--- src/rtl/load_store_unit.sv ---
`default_nettype none
// ============================================================================
//  Module      : load_store_unit
//  Description : Single-outstanding load/store sequencer between the MEM
//                stage and data_memory. Checks funct3 legality and alignment,
//                holds the memory port stable for MEM_LATENCY cycles, and
//                returns load data or store completion over a valid/ready
//                response channel.
//  Revision    : 1.0  initial release
// ============================================================================
module load_store_unit #(
   parameter int MEM_LATENCY = 1
) (
   input  logic        clk,
   input  logic        rst,
   input  logic        req_valid,
   output logic        req_ready,
   input  logic        req_is_store,
   input  logic [2:0]  req_funct3,
   input  logic [31:0] req_addr,
   input  logic [31:0] req_wdata,
   output logic        resp_valid,
   input  logic        resp_ready,
   output logic [31:0] resp_rdata,
   output logic [1:0]  resp_error,
   output logic [31:0] mem_address,
   output logic [31:0] mem_write_data,
   output logic        mem_write_enable,
   output logic [2:0]  mem_funct3,
   input  logic [31:0] mem_read_data
);

   // A counter of at least one bit keeps the MEM_LATENCY==1 case legal.
   localparam int CNT_W = (MEM_LATENCY > 1) ? $clog2(MEM_LATENCY) : 1;
   localparam logic [CNT_W-1:0] C_CNT_LOAD = CNT_W'(MEM_LATENCY - 1);
   localparam logic [CNT_W-1:0] C_CNT_ONE  = CNT_W'(1);
   localparam logic [CNT_W-1:0] C_CNT_ZERO = '0;

   localparam logic [1:0] C_ERR_OK       = 2'b00;
   localparam logic [1:0] C_ERR_MISALIGN = 2'b01;
   localparam logic [1:0] C_ERR_ILLEGAL  = 2'b10;

   typedef enum logic [1:0] {
      S_IDLE   = 2'd0,
      S_ACCESS = 2'd1,
      S_RESP   = 2'd2
   } state_t;

   state_t            r_state;
   logic              r_is_store;
   logic [2:0]        r_funct3;
   logic [31:0]       r_addr;
   logic [31:0]       r_wdata;
   logic [CNT_W-1:0]  r_count;
   logic              r_req_ready;
   logic              r_resp_valid;
   logic [31:0]       r_resp_rdata;
   logic [1:0]        r_resp_error;

   logic              w_illegal;
   logic              w_misaligned;

   // Classify the incoming request; illegal encodings outrank misalignment.
   always_comb begin
      w_illegal    = 1'b0;
      w_misaligned = 1'b0;
      if (req_is_store) begin
         w_illegal = (req_funct3 >= 3'b011);
      end else begin
         w_illegal = (req_funct3 == 3'b011) || (req_funct3 == 3'b110) ||
                     (req_funct3 == 3'b111);
      end
      w_misaligned = ((req_funct3[1:0] == 2'b01) && req_addr[0]) ||
                     ((req_funct3[1:0] == 2'b10) && (req_addr[1:0] != 2'b00));
   end

   // Request/response sequencer with registered handshake and memory-port outputs.
   always_ff @(posedge clk) begin
      if (rst) begin
         r_state      <= S_IDLE;
         r_is_store   <= 1'b0;
         r_funct3     <= 3'b000;
         r_addr       <= 32'h0;
         r_wdata      <= 32'h0;
         r_count      <= C_CNT_ZERO;
         r_req_ready  <= 1'b1;
         r_resp_valid <= 1'b0;
         r_resp_rdata <= 32'h0;
         r_resp_error <= C_ERR_OK;
      end else begin
         case (r_state)
            S_IDLE: begin
               if (req_valid) begin
                  // Latch even for rejected requests so the memory port always
                  // shows the most recently accepted request.
                  r_is_store  <= req_is_store;
                  r_funct3    <= req_funct3;
                  r_addr      <= req_addr;
                  r_wdata     <= req_wdata;
                  r_req_ready <= 1'b0;
                  if (w_illegal) begin
                     r_resp_error <= C_ERR_ILLEGAL;
                     r_resp_rdata <= 32'h0;
                     r_resp_valid <= 1'b1;
                     r_state      <= S_RESP;
                  end else if (w_misaligned) begin
                     r_resp_error <= C_ERR_MISALIGN;
                     r_resp_rdata <= 32'h0;
                     r_resp_valid <= 1'b1;
                     r_state      <= S_RESP;
                  end else begin
                     r_count <= C_CNT_LOAD;
                     r_state <= S_ACCESS;
                  end
               end
            end
            S_ACCESS: begin
               if (r_count == C_CNT_ZERO) begin
                  // Memory extends and masks load data; stores report zero.
                  r_resp_rdata <= r_is_store ? 32'h0 : mem_read_data;
                  r_resp_error <= C_ERR_OK;
                  r_resp_valid <= 1'b1;
                  r_state      <= S_RESP;
               end else begin
                  r_count <= r_count - C_CNT_ONE;
               end
            end
            S_RESP: begin
               if (resp_ready) begin
                  r_resp_valid <= 1'b0;
                  r_req_ready  <= 1'b1;
                  r_state      <= S_IDLE;
               end
            end
            default: begin
               r_state      <= S_IDLE;
               r_req_ready  <= 1'b1;
               r_resp_valid <= 1'b0;
            end
         endcase
      end
   end

   // Single write strobe on the final ACCESS cycle; rst squashes it immediately.
   assign mem_write_enable = (r_state == S_ACCESS) && r_is_store &&
                             (r_count == C_CNT_ZERO) && !rst;

   assign req_ready      = r_req_ready;
   assign resp_valid     = r_resp_valid;
   assign resp_rdata     = r_resp_rdata;
   assign resp_error     = r_resp_error;
   assign mem_address    = r_addr;
   assign mem_write_data = r_wdata;
   assign mem_funct3     = r_funct3;

endmodule
`default_nettype wire

--- config.mk ---
export PLATFORM = sky130hd
export DESIGN_NAME = load_store_unit
export DESIGN_NICKNAME = d
export VERILOG_FILES = /design/src/rtl/load_store_unit.sv
export SDC_FILE = /design/constraint.sdc
export NUM_CORES = 1
export LEC_CHECK = 0
export ABC_AREA = 1
export CAP_MARGIN = 5
export CORE_ASPECT_RATIO = 2
export CORE_UTILIZATION = 29
export CTS_CLUSTER_SIZE = 28
export DETAILED_ROUTE_END_ITERATION = 7
export PLACE_DENSITY = 0.61
export RECOVER_POWER = 100
export SLEW_MARGIN = 20
export SYNTH_ARGS = -nofsm -noshare
export SYNTH_HDL_FRONTEND = slang
export SYNTH_SLANG_ARGS = --single-unit
--- constraint.sdc ---
create_clock -name clk -period 2.6 [get_ports clk]
set_input_delay 0.78 -clock clk [delete_from_list [all_inputs] [get_ports clk]]
set_output_delay 0.78 -clock clk [all_outputs]
set_load 0.005 [all_outputs]
==> impl_results.md <==
* Row cnt at 60
* Synth Area per Inst at 8.29 um^2
* CP startpoint: r_state[0]$_SDFFE_PP0P_
* Critical path data required time at 1820 ps
* Achievable Freq at 0.413 GHz
* Hold-fix buffers, CTS at 0
* Post-synthesis mux area share at 0%
* Top post-synthesis cells by count: 134 x nor2_1, 106 x dfxtp_1, 62 x o21ai_1, 58 x nand2_1
* Primary flip-flop cell chosen by synthesis mapping: dfxtp_1
* R2R cell count at 6
* Clock buffer count from CTS at 9
* CP startpoint kind: register
* Global-route wire length before repair at 18,500 um
* MaxCap Viol Count at 0
* Worst R2R Start: r_state[1]$_SDFFE_PP0P_
* Mapped Nets at 586
* Pleak at 2.61 nW
* Count leader, synth: nor2_1
* DR vias/cell at 4.55
* Area growth, synth to finish at 56.6%
* Crit path to: mem_write_enable
* Post-synthesis xor/xnor area fraction at 0%
* Final max-slew violation count at 0
* Compound-Gate Fraction of Synth Area at 16.1%
* Synth warn at 0
* Critical path class: reg -> out
* Reg2Reg Setup Slack at 630 ps
* Drt drc at 0
* GRT Total Usage at 16.4%
* Post-CTS setup buffers at 0
* Ranking of synthesized cells by area: dfxtp_1 53%, nor2_1 13%, o21ai_1 7.8%
* VDD IR max at 0.302 mV
* Setup Viol. Count Final at 0
* Post-synthesis simple-gate area fraction at 23.7%
* Iter 0 DRT Violations at 95
* CP Max Fanout at 3
* Critical Path End Type: output pin
* # IOs at 208
* Die W at 85.0 um
* Hold Fails Final Rpt at 0
* Port-buffer cells at 207
* Worst slew pin tran at 1020 ps
* Largest net degree at the start of global routing at 71
* HPWL Detailed at 8410 um
* Clock sink count at 106
* Root Buffer: clkbuf_16
* CTS Buffer Depth at 2
* Post-route ant nets at 0
* Hold_ws at 461 ps
* Fin crit period at 2420 ps
* Final Routed Wirelength at 11,600 um
* Top cell type's share of synthesized area at 53.1%
* NumNets Final at 779
* CORE AREA at 0.0134 mm^2
* Avg WL per Cell at 13.9 um
* Synthesized instance count at 482
* Mapped cell area at 0.00400 mm^2
* Proportion of layout cells with a drive suffix above 1 at 7.50%
* Post-synth EDFFs at 0
* TritonCTS clock tree: built
* Setup total negative slack at 0 ps
* Die area at 0.0143 mm^2
* Remaining Overflow, GRT at 0
* Hold Crit Class: reg -> reg
* Clk Latency, worst-skew pair at 340 ps
* #FFs+latches synth at 106
* N_diodes at 0
* Pwr Density at 612 mW/mm^2
* Synth area leader: dfxtp_1
* Main combinational cell family by area after synthesis: simple AND/OR/NAND/NOR gates
* RSZ-0062 raised after global routing: false
* Clock transition at path regs at 70 ps
* GPL Wtd Cong at 0.722
* H-tree Lvls at 3
* CTS resizes at 0
* Synth Area in Adders at 0%
* Slew HR at 31.7%
* Initial antenna violation count at 0
* Initial Util at 29.7%
* Post-route cell area at 0.00626 mm^2
* Fin crit share at 93.2%
* Post-synthesis sequential area ratio at 53.1%
* Post-synthesis async set-or-reset flop share at 0%
* Arr. time, crit path at 1640 ps
* Via count at 3,800
* DIE HEIGHT at 168 um
* Outcome: complete, no violations
* Placed instance area at 0.00608 mm^2
* Drt pass-1 iters at 4
* RR Endpoint: mem_address[0]$_SDFFE_PP0P_
* Distinct cells, synth at 23
* Skew final at 6.32 ps
* Vias in the first global route at 3,775
cells in the final DEF (no fill, tap or decap), types with 9 or more instances in the layout:
| cell | count |
|---|---|
| nor2_1 | 134 |
| a21oi_2 | 18 |
| dlygate4sd3_1 | 104 |
| dfxtp_1 | 106 |
| o21ai_0 | 26 |
| clkdlybuf4s50_1 | 102 |
| nand2_1 | 77 |
| a21oi_1 | 22 |
| clkbuf_16 | 9 |
| o21ai_1 | 43 |
worst max-delay path, cell delays in order, from the launching register on:
cell and delay [ps]:
dfxtp_1 400, inv_2 100, nor2_4 120, inv_2 80
nor2_1 90, clkdlybuf4s50_1 530
final cells by class:
cell class	count	area, um^2
inverter	12	45.0
tap	155	194
clock buffer	9	225
fill	1310	7180
clock inverter	7	50.0
multi-input combinational	333	1520
sequential	106	2120
timing repair buffer	213	2110
metal layers:
layer	track usage, %	wire [um]	up-vias	share of wire (%)
met1	16.4	4220	1739	36
li1	-	-	1924	-
met4	5.16	207	0	1.8
met2	31.8	6520	125	56
met3	4.31	677	12	5.8
met5	0	0	-	0
flip-flops by register name (all words and copies together) (netlist names):
signal          cells
mem_address        32
mem_funct3          3
mem_write_data     32
r_is_store          1
r_state             2
req_ready           1
resp_error          2
resp_rdata         32
resp_valid          1
through the flow:
| step | power (mW) | utilization, % | setup WS [ps] | std cells |
|---|---|---|---|---|
| final | 3.83 | 46.6 | 177 | 835 |
| after global routing | 4.05 | 46.6 | 84.1 | 835 |
| after CTS | 3.99 | 47.3 | 149 | 835 |
| after detailed placement | 2.68 | 45.2 | 180 | 819 |
| after global placement | 2.67 | 45.2 | 187 | 819 |
| after floorplan | 2.23 | - | 303 | 482 |
kinds of logic after synthesis:
logic type	Yosys count
AOI/OAI and AO/OA	111
and+or+nand+nor	222
buffers and inverters	43
DFF	106
how the worst min path moves through the flow:
stage                                      startpoint                     endpoint  slack (ps)  depth (start not counted)
final                      resp_rdata[6]$_SDFFE_PP0P_   resp_rdata[6]$_SDFFE_PP0P_         460                          2
after global routing      resp_rdata[25]$_SDFFE_PP0P_  resp_rdata[25]$_SDFFE_PP0P_         480                          2
after CTS                 resp_rdata[14]$_SDFFE_PP0P_  resp_rdata[14]$_SDFFE_PP0P_         470                          2
after detailed placement   resp_rdata[6]$_SDFFE_PP0P_   resp_rdata[6]$_SDFFE_PP0P_         460                          2
after global placement     resp_rdata[0]$_SDFFE_PP0P_   resp_rdata[0]$_SDFFE_PP0P_         450                          2
after floorplan            resp_rdata[0]$_SDFFE_PP0P_   resp_rdata[0]$_SDFFE_PP0P_         460                          2
where the power goes:
part | leakage (nW) | internal [mW] | switching (mW)
Clock | 0.141 | 0.659 | 0.625
Combinational | 1.60 | 0.398 | 0.333
Sequential | 0.872 | 1.75 | 0.0632
Total | 2.61 | 2.81 | 1.02
Power figures use the tool's default switching activity.
